$ cat src/rtl/vx_decode_ibuf.sv
// Multi-warp instruction buffer between decode and issue: per-warp FIFOs feeding
// ISSUE_WIDTH round-robin issue slots, with per-warp flush.
module vx_decode_ibuf #(
    parameter int unsigned NUM_WARPS   = 4,
    parameter int unsigned ISSUE_WIDTH = 2,
    parameter int unsigned DEPTH       = 4,
    parameter int unsigned DATA_WIDTH  = 64,
    localparam int unsigned NW_BITS    = (NUM_WARPS > 1) ? $clog2(NUM_WARPS) : 1,
    localparam int unsigned CNT_BITS   = $clog2(DEPTH + 1)
) (
    input  logic                              clk,
    input  logic                              reset,
    input  logic                              in_valid,
    input  logic [NW_BITS-1:0]                in_wid,
    input  logic [DATA_WIDTH-1:0]             in_data,
    output logic                              in_ready,
    input  logic [NUM_WARPS-1:0]              flush_mask,
    output logic [ISSUE_WIDTH-1:0]            out_valid,
    output logic [ISSUE_WIDTH*NW_BITS-1:0]    out_wid,
    output logic [ISSUE_WIDTH*DATA_WIDTH-1:0] out_data,
    input  logic [ISSUE_WIDTH-1:0]            out_ready,
    output logic [ISSUE_WIDTH-1:0]            ibuf_pop,
    output logic [NUM_WARPS-1:0]              empty_mask
);

    localparam int unsigned WPS      = NUM_WARPS / ISSUE_WIDTH;
    localparam int unsigned SL_BITS  = (WPS > 1) ? $clog2(WPS) : 1;
    localparam int unsigned PTR_BITS = $clog2(DEPTH);

    logic [DATA_WIDTH-1:0] mem_q [NUM_WARPS][DEPTH];

    logic [CNT_BITS-1:0] count_q  [NUM_WARPS];
    logic [CNT_BITS-1:0] count_d  [NUM_WARPS];
    logic [PTR_BITS-1:0] rd_ptr_q [NUM_WARPS];
    logic [PTR_BITS-1:0] rd_ptr_d [NUM_WARPS];
    logic [PTR_BITS-1:0] wr_ptr_q [NUM_WARPS];
    logic [PTR_BITS-1:0] wr_ptr_d [NUM_WARPS];

    logic [SL_BITS-1:0] rr_q       [ISSUE_WIDTH];
    logic [SL_BITS-1:0] rr_d       [ISSUE_WIDTH];
    logic [SL_BITS-1:0] lock_idx_q [ISSUE_WIDTH];
    logic [SL_BITS-1:0] lock_idx_d [ISSUE_WIDTH];
    logic [ISSUE_WIDTH-1:0] lock_q, lock_d;

    logic [WPS-1:0]     elig      [ISSUE_WIDTH];
    logic [SL_BITS-1:0] grant_idx [ISSUE_WIDTH];
    logic [NW_BITS-1:0] grant_wid [ISSUE_WIDTH];
    logic [ISSUE_WIDTH-1:0] slot_valid, fire;

    logic                 push_fire;
    logic [NUM_WARPS-1:0] push_w, pop_w;

    // First eligible slot-local index at or after ptr, wrapping.
    function automatic logic [SL_BITS-1:0] rr_pick(input logic [WPS-1:0] el,
                                                   input logic [SL_BITS-1:0] ptr);
        logic [SL_BITS-1:0] pick;
        logic               found;
        int unsigned        idx;
        pick  = '0;
        found = 1'b0;
        for (int unsigned k = 0; k < WPS; k++) begin
            idx = (int'(ptr) + k) % WPS;
            if (!found && el[idx]) begin
                found = 1'b1;
                pick  = SL_BITS'(idx);
            end
        end
        return pick;
    endfunction

    assign in_ready  = (count_q[in_wid] < CNT_BITS'(DEPTH)) && !flush_mask[in_wid];
    assign push_fire = in_valid && in_ready;

    always_comb begin
        out_wid  = '0;
        out_data = '0;
        for (int s = 0; s < ISSUE_WIDTH; s++) begin
            elig[s] = '0;
            for (int k = 0; k < WPS; k++) begin
                elig[s][k] = (count_q[k * ISSUE_WIDTH + s] != '0);
            end
            slot_valid[s] = |elig[s];
            // A stalled slot keeps its presented warp until it is consumed or flushed.
            grant_idx[s]  = lock_q[s] ? lock_idx_q[s] : rr_pick(elig[s], rr_q[s]);
            grant_wid[s]  = NW_BITS'(int'(grant_idx[s]) * ISSUE_WIDTH + s);
            fire[s]       = slot_valid[s] && out_ready[s];
            out_wid[s*NW_BITS +: NW_BITS]        = grant_wid[s];
            out_data[s*DATA_WIDTH +: DATA_WIDTH] = mem_q[grant_wid[s]][rd_ptr_q[grant_wid[s]]];

            rr_d[s] = rr_q[s];
            if (fire[s]) begin
                rr_d[s] = (grant_idx[s] == SL_BITS'(WPS - 1)) ? '0 : grant_idx[s] + 1'b1;
            end
            lock_d[s]     = slot_valid[s] && !out_ready[s] && !flush_mask[grant_wid[s]];
            lock_idx_d[s] = grant_idx[s];
        end
    end

    assign out_valid = slot_valid;
    assign ibuf_pop  = fire;

    always_comb begin
        for (int w = 0; w < NUM_WARPS; w++) begin
            push_w[w]   = push_fire && (in_wid == NW_BITS'(w));
            pop_w[w]    = fire[w % ISSUE_WIDTH] && (grant_wid[w % ISSUE_WIDTH] == NW_BITS'(w));
            count_d[w]  = count_q[w];
            rd_ptr_d[w] = rd_ptr_q[w];
            wr_ptr_d[w] = wr_ptr_q[w];
            if (push_w[w]) begin
                wr_ptr_d[w] = wr_ptr_q[w] + 1'b1;
            end
            // Flush wins over a same-cycle pop; push is already blocked by in_ready.
            if (flush_mask[w]) begin
                count_d[w]  = '0;
                rd_ptr_d[w] = wr_ptr_q[w];
            end else begin
                if (push_w[w] && !pop_w[w]) begin
                    count_d[w] = count_q[w] + 1'b1;
                end else if (pop_w[w] && !push_w[w]) begin
                    count_d[w] = count_q[w] - 1'b1;
                end
                if (pop_w[w]) begin
                    rd_ptr_d[w] = rd_ptr_q[w] + 1'b1;
                end
            end
            empty_mask[w] = (count_q[w] == '0);
        end
    end

    always_ff @(posedge clk or negedge reset) begin
        if (!reset) begin
            for (int w = 0; w < NUM_WARPS; w++) begin
                count_q[w]  <= '0;
                rd_ptr_q[w] <= '0;
                wr_ptr_q[w] <= '0;
            end
            for (int s = 0; s < ISSUE_WIDTH; s++) begin
                rr_q[s]       <= '0;
                lock_idx_q[s] <= '0;
            end
            lock_q <= '0;
        end else begin
            for (int w = 0; w < NUM_WARPS; w++) begin
                count_q[w]  <= count_d[w];
                rd_ptr_q[w] <= rd_ptr_d[w];
                wr_ptr_q[w] <= wr_ptr_d[w];
            end
            for (int s = 0; s < ISSUE_WIDTH; s++) begin
                rr_q[s]       <= rr_d[s];
                lock_idx_q[s] <= lock_idx_d[s];
            end
            lock_q <= lock_d;
        end
    end

    always_ff @(posedge clk) begin
        if (push_fire) begin
            mem_q[in_wid][wr_ptr_q[in_wid]] <= in_data;
        end
    end

endmodule

$ cat config.mk
export PLATFORM = sky130hd
export DESIGN_NAME = vx_decode_ibuf
export DESIGN_NICKNAME = d
export VERILOG_FILES = /design/src/rtl/vx_decode_ibuf.sv
export SDC_FILE = /design/constraint.sdc
export NUM_CORES = 1
export LEC_CHECK = 0
export BUFFER_PORTS_ARGS = -buffer_cell sky130_fd_sc_hd__buf_2
export CELL_PAD_IN_SITES_DETAIL_PLACEMENT = 0
export CELL_PAD_IN_SITES_GLOBAL_PLACEMENT = 2
export CORE_UTILIZATION = 53
export DETAILED_ROUTE_END_ITERATION = 8
export GPL_TIMING_DRIVEN = 0
export PLACE_DENSITY = 0.84
export SYNTH_ARGS = -nofsm -noshare
export SYNTH_HDL_FRONTEND = slang
export SYNTH_SLANG_ARGS = --single-unit
$ cat constraint.sdc
create_clock -name clk -period 11.7 [get_ports clk]
set_clock_uncertainty 0.1 [all_clocks]
set_input_delay 1.17 -clock clk [delete_from_list [all_inputs] [get_ports clk]]
set_output_delay 1.17 -clock clk [all_outputs]
set_load 0.03 [all_outputs]
==> reports/qor.csv, run 1 <==
stage,metric,value,unit
outcome,status,completed,
timing,maxSlewHeadroom,0.148,
synth,ys_seq_area_frac,0.781,
critical_path,setup.worst_path.start,rd_ptr_q[3],
synth,synth_mux_area_frac,0.180,
critical_path,crit_required,10.43,ns
synth,synth_edf_count,1024,
detailed_routing,ant_nets,0,
critical_path,path_cells,clkbuf_1 > clkbuf_1 > mux4_2 > mux2_2 > buf_2,
timing,fmax,204,MHz
timing,rsz0062_at_grt,no,
clock_network,cts_max_path_buffers,3,
grt,grt_overflow_total,0,
clock_network,cts_root_buffer,clkbuf_16,
synth,syn-cell-area,40500,um2
pwr,power_leakage,15.3,nW
clock_network,clk_latency,0.66,ns
layout,layout-drive-gt1-share,0.393,
detailed_routing,wl_per_cell,28.2,um
critical_path,reg2reg_from,wr_ptr_q[2],
critical_path,worst_setup_path_end_kind,output pin,
timing,min_period,4.91,ns
critical_path,critPathArrivalTime,3.64,ns
synth,synth_top_family_by_area,multiplexers,
pwr,p_per_area,268,nW/um2
grt,grt_antenna_before_repair,6,
die,die_x,278,um
die,start_util,0.540,
placement,gp_congestion,0.708,
detailed_routing,initialDrtViolationCount,1821,
timing,setup_ws,6.79,ns
critical_path,critPathMaxFanout,10,
critical_path,critPathTopFamily,buffers and inverters,
die,die_area,77500,um2
critical_path,crit_type,reg2out,
die,fp.dieH,278,um
clock_network,ctsHtreeMaxLevel,3,
synth,syn_area_per_cell,23.4,um2
critical_path,worst_setup_path_start_kind,register,
synth,synth_fa_ha_area_frac,0.00198,
timing,timing.final.crit_share,0.419,
synth,synth_simple_gate_area_share,0.0143,
synth,synth_seq_cells,1058,
layout,area_growth,16.5,%
timing,tightest_slew,1.28,ns
critical_path,critPathBufInv,3,
clock_network,post_cts_resized,0,
die,rows,100,
detailed_routing,dr.pass1.iters,5,
grt,grt_max_degree,35,
clock_network,cts_tree,yes,
detailed_routing,viasPerCell,6.01,
detailed_routing,vias,19000,
critical_path,critPathMaxStageDelay,0.94,ns
clock_network,cts_hold_buf,0,
synth,synth_compound_area_frac,0.00720,
timing,setup-violations-final,0,
placement,hpwl,57100,um
critical_path,worst-path-stages,5,
clock_network,numCtsBuffers,103,
synth,ys_warn_count,0,
layout,final_util,0.629,
detailed_routing,post-route-drc-count,0,
pwr,total_power,12.6,mW
critical_path,path_common_cell,clkbuf_1,
synth,ys_types,54,
die,pin_count,216,
critical_path,r2r_slack,8.43,ns
detailed_routing,wl,89100,um
synth,syn-instance-count,1727,
synth,synth-main-ff-cell,edfxtp_1,
placement,post-place-ws,7.21,ns
synth,syn_nets,1806,
critical_path,rr_worst_depth,6,
die,core_area,74900,um2
pwr,irDropWorstVdd,0.000195,V
timing,hold_viol,0,
timing,slew_viol_final,0,
critical_path,crit_end,out_data[49],
clock_network,clk_pin_slew,0.06,ns
grt,grt.total_usage,0.235,
clock_network,cts_sinks,1058,
critical_path,r2r_end,mem_q[1][223],
synth,async_flop_share,0.0321,
worst_hold_path,hold_class,reg2reg,
layout,final_net_count,2186,
synth,synth-xor-area-share,0.00414,
clock_network,post_cts_buffers,0,
job,maxCapViolations,0,
placement,port_buffers,211,
grt,grt_pass1_wl,131000,um
layout,n_fill_cell,4955,
grt,grt_pass1_vias,19600,
critical_path,cp_slowest_cell,clkbuf_1,
==> cell usage in the layout (no fill, tap or decap), types with 17 or more instances in the layout <==
master     synthesis  routed
buf_12             0      27
edfxtp_1        1024    1024
clkinv_1           0      29
clkbuf_16          0     106
o21ai_0           17      17
clkbuf_1          40      65
buf_2             32     243
buf_6              2      31
mux2_2           131     131
nor2_1            45      33
nand2_1           19      19
dfrtp_1           34      34
mux4_2           255     255
==> stage by stage <==
step,instance area [um2],instances,hold WS [ns],TNS [ns]
after detailed placement,43900,2971,0.398,0
after CTS,47100,3160,0.413,0
final,47100,3163,0.407,0
after global placement,42700,2907,0.389,-206.07
after global routing,47100,3161,0.460,0
after floorplan,40500,1727,0.363,0
==> synthesized netlist by cell type (all sizes together), types with 4 or more instances <==
master | number | area (um2)
o311ai | 4 | 35.0
nor3 | 12 | 76.3
mux2 | 131 | 1480
inv | 15 | 56.3
buf | 45 | 250
edfxtp | 1024 | 30700
nand2b | 8 | 50.1
mux4 | 255 | 5740
dfrtp | 34 | 851
a21oi | 5 | 28.8
nand2 | 19 | 71.3
fa | 4 | 80.1
nand3 | 4 | 20.0
xnor2 | 10 | 87.6
o21ai | 17 | 85.1
clkbuf | 40 | 150
mux2i | 8 | 80.1
nor2 | 45 | 169
xor2 | 4 | 35.0
==> where the power goes <==
part | internal (mW) | switching (mW) | total (mW)
Combinational | 1.91 | 3.11 | 5.02
Clock | 1.85 | 1.36 | 3.21
Sequential | 4.33 | 0.0739 | 4.41
Total | 8.09 | 4.55 | 12.6
==> per-layer routing <==
layer  part of all wire  track usage
met1               0.41        0.326
met2               0.50        0.385
met3              0.066       0.0441
met4              0.019       0.0642
met5            0.00037            0
==> state kept, by name, summed over array words and instances, names as in the netlist <==
signal	flops
wr_ptr_q	8
lock_idx_q	2
lock_q	2
mem_q	1024
rr_q	2
count_q	12
rd_ptr_q	8
==> worst min-delay path by stage <==
stage	start	endpoint	slack, ns	depth (start not counted)
after global routing	wr_ptr_q[3]	wr_ptr_q[3]	0.46	1
after global placement	rr_q[0]	rr_q[0]	0.39	2
after floorplan	wr_ptr_q[5]	rd_ptr_q[5]	0.36	2
after detailed placement	rr_q[0]	rr_q[0]	0.40	2
after CTS	rr_q[0]	rr_q[0]	0.41	2
final	rr_q[0]	rr_q[0]	0.41	2
==> final cells by class <==
type | instances | area (um2) | share of cell area
Inverter | 15 | 56.3 | 0.00119
Timing Repair Buffer | 275 | 2080 | 0.0442
Multi-Input combinational cell | 569 | 8530 | 0.181
Sequential cell | 1058 | 31600 | 0.670
Tap cell | 969 | 1210 | 0.0257
Clock buffer | 131 | 2750 | 0.0583
Clock inverter | 58 | 503 | 0.0107
Buffer | 85 | 400 | 0.00849
Antenna cell | 3 | 7.51 | 0.000159
==> worst register-to-register path, delay by kind of cell, from the launching register on <==
family | cells | cell delay [ns]
flip-flops | 1 | 0.43
buffers and inverters | 2 | 0.53
multiplexers | 1 | 0.53
AND/OR/NAND/NOR | 3 | 1.34
==> kinds of logic after synthesis <==
family / after synthesis
other: 2
AO/OA/AOI/OAI: 42
buffers and inverters: 100
flip-flops: 1058
multiplexers: 394
XOR/XNOR: 16
AND/OR/NAND/NOR: 111
adder cells (fa/ha/maj): 4
No activity file was read; power rests on OpenSTA's default activity.
==> inputs of run 2 (changes only) <==
CORE_UTILIZATION = 49   (was 53)
PLACE_DENSITY = 0.78   (was 0.84)
clock period = 4.95 ns   (was 11.7 ns; I/O delays follow)
==> run 2 against run 1 <==
Against the previous run: hold slack got worse by 0.31 ns; critical path depth did not move; first-iteration DRC count decreased by 0.33%; global-route usage shrank 1.7 points; register-to-register slack worse by 6.7 ns; non-clock buffer count shrank 10; sequential share of layout area decreased by 0.63 points; cell count increased by 3.0%; clock power grew 150%.
==> reports/qor.csv, run 2 (same netlist as run 1, synthesis figures left out) <==
stage,metric,value,unit
layout,largest_reg_flops,1024,
detailed_routing,initialDrtViolationCount,1815,
job,maxCapViolations,0,
timing,maxSlewHeadroom,0.137,
placement,gp_congestion,0.734,
critical_path,cp_slowest_cell,clkbuf_1,
die,start_util,0.494,
clock_network,clk_latency,0.66,ns
clock_network,numCtsBuffers,104,
critical_path,crit_type,reg2out,
pwr,p_per_area,635,nW/um2
layout,layout_common_cells,"edfxtp_1 (1024), mux4_2 (255), buf_2 (243), mux2_2 (131), clkbuf_16 (105)",
timing,setup-violations-final,0,
grt,grt_pass1_vias,19500,
clock_network,cts_tree,yes,
die,fp.dieH,289,um
critical_path,path_common_cell,clkbuf_1,
critical_path,critPathMaxFanout,10,
detailed_routing,ant_nets,0,
timing,timing.final.crit_share,0.851,
detailed_routing,wl_per_cell,27.4,um
die,rows,105,
layout,final_net_count,2177,
timing,finalSetupTns,0,ns
timing,hold_viol,0,
layout,layout-drive-gt1-share,0.397,
pwr,power_leakage,15.4,nW
clock_network,cts_max_path_buffers,3,
clock_network,post_cts_buffers,0,
die,pin_count,216,
layout,area_growth,17.6,%
placement,dp_cells,3060,
detailed_routing,viasPerCell,5.78,
timing,fmax,237,MHz
critical_path,worst_setup_path_start_kind,register,
critical_path,worst_setup_path_end_kind,output pin,
timing,slew_viol_final,0,
layout,final_util,0.581,
critical_path,critPathMaxStageDelay,0.94,ns
clock_network,ctsHtreeMaxLevel,3,
timing,rsz0062_at_grt,no,
placement,port_buffers,211,
grt,grt_overflow_total,0,
detailed_routing,vias,18800,
clock_network,cts_root_buffer,clkbuf_16,
layout,final_common_cell,edfxtp_1,
die,core_area,82000,um2
critical_path,path_cells,clkbuf_1 > clkbuf_1 > mux4_2 > mux2_2 > buf_2,
grt,grt.total_usage,0.218,
clock_network,clk_pin_slew,0.06,ns
clock_network,cts_sinks,1058,
timing,tightest_slew,1.29,ns
layout,final_cells,3258,
detailed_routing,wl,89400,um
die,die_x,289,um
outcome,status,completed,
timing,min_period,4.21,ns
placement,hpwl,58100,um
detailed_routing,dr.pass1.iters,5,
die,die_area,83800,um2
critical_path,critPathArrivalTime,3.62,ns
pwr,irDropWorstVdd,0.000478,V
worst_hold_path,hold_class,in2reg,
grt,grt_antenna_before_repair,9,
grt,grt_max_degree,35,
grt,grt_pass1_wl,130000,um
detailed_routing,post-route-drc-count,0,
critical_path,crit_required,4.36,ns
## run 2: changes by cell type in the layout (fill, tap and decap cells not counted), sizes merged
cell and delta:
clkinv +7, bufinv +4, buf -12, dlygate4sd3 +2
clkbuf -9, clkinvlp +1, inv +3, diode -2
## run 2: metal layers
layer,vias to the layer above,track usage,share of wire
li1,8029,-,-
met1,10100,0.307,0.41
met2,620,0.357,0.50
met3,112,0.0370,0.066
met4,10,0.0553,0.019
met5,-,0,0.00063
## run 2: where the power goes
group / internal (mW) / total (mW) / switching [mW]
sequential: 10.2 / 10.4 / 0.180
combinational: 4.52 / 11.9 / 7.39
clock: 4.58 / 7.88 / 3.31
total: 19.3 / 30.2 / 10.9
## run 2: worst paths after layout
path	from	end	slack (ns)	depth (start not counted)
worst max register to register	wr_ptr_q[1]	mem_q[1][157]	1.70	6
min in group asynchronous	reset	count_q[4]	0.39	2
worst min-delay path	in_data[23]	mem_q[0][23]	0.10	1
max in group asynchronous	reset	rd_ptr_q[0]	3.83	2
worst min register to register	rr_q[0]	rr_q[0]	0.40	2
worst max-delay path	rd_ptr_q[3]	out_data[43]	0.74	5
## run 2: timing repair
action,CTS,global route
hold buffers,2,0
endpoints found under the hold margin,35,0
resized for setup,0,0
## run 2: per-stage QoR
step                instance area, um2  power [mW]  hold slack [ns]  setup WS, ns
floorplan                        40500        18.8           0.0994       -0.0868
global placement                 42900        22.5            0.381         -3.73
detailed placement               44100        22.7            0.391         0.751
CTS                              47600        30.6           0.0540         0.668
global route                     47600        31.4           0.0564         0.642
finish                           47600        30.2            0.102         0.735
## run 2: area by class of cell
cell class	count	area [um2]
clock buffers	122	2690
flip-flops and latches	1058	31600
diodes	1	2.50
clock inverters	73	731
well taps	1070	1340
repair buffers	265	2210
plain buffers	85	400
inverters	15	56.3
fillers	5947	34400
multi-input cells	569	8560
## run 2: critical path: cells and delay by family, from the launching register on
family | cells | cell delay [ns]
buffers and inverters | 3 | 1.85
flip-flops | 1 | 0.35
multiplexers | 2 | 0.72
==> inputs of run 3 (changes only) <==
ABC_AREA = 1   (was unset)
CORE_UTILIZATION = 42   (was 49)
REMOVE_ABC_BUFFERS = 1   (was unset)
==> run 3 against run 2 <==
Against the previous run: wire length is 23% higher; largest cell class unchanged; critical endpoint is now out_data[61]; maximum frequency is 12% lower; synthesized cell count is 110% higher; hold slack worse by 0.042 ns; non-clock buffer count is 44 lower; die area is 24% higher; area after synthesis is 6.4% higher; setup slack worse by 0.59 ns.
==> reports/qor.csv, run 3 <==
stage,metric,value,unit
placement,port_buffers,213,
grt,grt_overflow_total,0,
outcome,status,completed,
critical_path,r2r_slack,1.74,ns
critical_path,path_cells,nand2_1 > nand2_8 > buf_16 > buf_16 > inv_8 > buf_16 > nand2_1 > nand2_1 > nand2_1 > nand2_1 > nand2_1 > nand2_1 > buf_2,
worst_hold_path,min_path_cells,2,
critical_path,crit_type,reg2out,
timing,setup_ws,0.147,ns
timing,maxSlewHeadroom,0.416,
synth,ys_types,31,
layout,final_cells,5361,
placement,post-place-ws,0.655,ns
timing,holdWs,0.0602,ns
placement,dp_cells,5145,
clock_network,ctsHtreeMaxLevel,3,
clock_network,cts_max_path_buffers,3,
critical_path,critPathMaxFanout,96,
timing,fmax,208,MHz
clock_network,cts_tree,yes,
die,core_area,102000,um2
die,pin_count,216,
synth,synth_edf_count,1024,
critical_path,reg2reg_from,count_q[5],
critical_path,critPathTopFamily,buffers and inverters,
die,fp.dieH,322,um
layout,layout-drive-gt1-share,0.122,
worst_hold_path,hold_start,flush_mask[3],
timing,tightest_slew,0.874,ns
critical_path,cp_slowest_cell,nand2_1,
critical_path,critPathArrivalTime,4.21,ns
job,maxCapViolations,0,
clock_network,cts_root_buffer,clkbuf_16,
die,rows,117,
critical_path,r2r_end,mem_q[1][219],
grt,grt_max_degree,133,
detailed_routing,initialDrtViolationCount,1798,
synth,synthTopCellsByArea,"edfxtp_1 (71%), nand2_1 (11%), nand3_1 (6.5%)",
detailed_routing,viasPerCell,4.96,
synth,ys_warn_count,0,
layout,largest_reg_flops,1024,
worst_hold_path,hold_path_end,lock_q[1],
detailed_routing,wl,110000,um
grt,grt.total_usage,0.210,
layout,area_growth,17.0,%
layout,layout_common_cells,"nand2_1 (1277), edfxtp_1 (1024), nand3_1 (556), inv_1 (257), o21ai_0 (220)",
critical_path,path_common_cell,nand2_1,
timing,min_period,4.80,ns
clock_network,cts_sinks,1058,
synth,syn-cell-area,43100,um2
critical_path,crit_required,4.36,ns
synth,syn-instance-count,3679,
critical_path,rr_worst_depth,10,
detailed_routing,dr.pass1.iters,5,
synth,yosysTopAreaCellShare,0.714,
synth,async_flop_share,0.0321,
placement,gp_congestion,0.700,
synth,yosys.area.top_type,edfxtp_1,
layout,final_common_cell,nand2_1,
die,die_area,104000,um2
detailed_routing,post-route-drc-count,0,
detailed_routing,wl_per_cell,20.5,um
critical_path,worst_setup_path_start_kind,register,
die,die_x,322,um
synth,ys_seq_area_frac,0.734,
die,start_util,0.423,
timing,timing.final.crit_share,0.970,
grt,grt_antenna_before_repair,11,
timing,slew_viol_final,0,
clock_network,clk_pin_slew,0.06,ns
timing,rsz0062_at_grt,yes,
detailed_routing,ant_nets,0,
critical_path,critPathMaxStageDelay,0.52,ns
synth,syn_area_per_cell,11.7,um2
timing,setup-violations-final,0,
synth,synthTopCellsByCount,"nand2_1 (1279), edfxtp_1 (1024), nand3_1 (556)",
detailed_routing,vias,26600,
layout,final_net_count,3978,
grt,grt_pass1_vias,25000,
synth,synth_seq_cells,1058,
clock_network,numCtsBuffers,111,
placement,hpwl,66200,um
synth,synth_most_common_cell,nand2_1,
worst_hold_path,hold_class,in2reg,
clock_network,clk_latency,0.67,ns
grt,grt_pass1_wl,161000,um
critical_path,worst_setup_path_end_kind,output pin,
critical_path,setup.worst_path.start,lock_q[0],
critical_path,critPathBufInv,5,
synth,synth-main-ff-cell,edfxtp_1,
timing,hold_viol,0,
-- run 3: cell count changes in the layout (fill, tap and decap cells not counted), sizes merged, moves of 7 or more --
cell,change
a21oi,+7
buf,-8
clkbuf,-15
inv,+246
mux2,-131
mux2i,-8
mux4,-255
nand2,+1265
nand2b,-8
nand3,+552
nor3,-10
o21ai,+210
-- run 3: layout make-up --
type | count | area, um2
clock inverters | 60 | 472
clock buffers | 146 | 2980
repair buffers | 306 | 3060
inverters | 264 | 1010
fillers | 8931 | 51400
well taps | 1368 | 1710
multi-input cells | 2158 | 9530
flip-flops and latches | 1058 | 31600
diodes | 1 | 2.50
-- run 3: worst max-delay path by stage --
stage,end,slack [ns],cells past startpoint
2_1_floorplan,out_data[20],-2.80,8
5_1_grt,out_data[61],-0.02,16
6_report,out_data[61],0.15,13
3_3_place_gp,out_data[63],-10.61,10
3_5_place_dp,out_data[59],0.65,14
4_1_cts,out_data[61],0.01,15
-- run 3: kinds of logic after synthesis --
group | Yosys count | share of synthesized area
compound gates | 246 | 0.0293
xor+xnor | 12 | 0.00244
fa+ha+maj | 4 | 0.00186
buf+inv | 465 | 0.0501
flops | 1058 | 0.734
other cells | 2 | 0.000174
simple gates | 1892 | 0.182
-- run 3: routing by layer --
layer  part of all wire  routed length (um)  GRT usage  vias up
met5            0.00062                  68          0        -
met4              0.017                1900     0.0525       10
met3              0.045                4930     0.0302      120
met2               0.49               53300      0.353      590
met1               0.45               49500      0.285    12900
li1                   -                   -          -    13000
-- run 3: stage by stage --
step                 util  cell area (um2)  TNS [ns]
floorplan               -            41900   -346.35
global placement    0.439            44700  -5292.51
detailed placement  0.460            46800         0
CTS                 0.494            50300         0
global route        0.495            50400   -0.0237
finish              0.495            50400         0
-- run 3: timing repair --
action | 4_1_cts | 5_1_grt
pin swaps | 0 | 2
cloned | 0 | 3
hold endpoints to repair | 38 | 0
setup endpoints to repair | 18 | 35
resized for setup | 1 | 2
hold buffers | 5 | 0
setup buffers | 0 | 1
Power of run 3 is left out: the tool's default activity adds up to more than one toggle a clock period on the data nets, which glitch-free logic cannot reach.
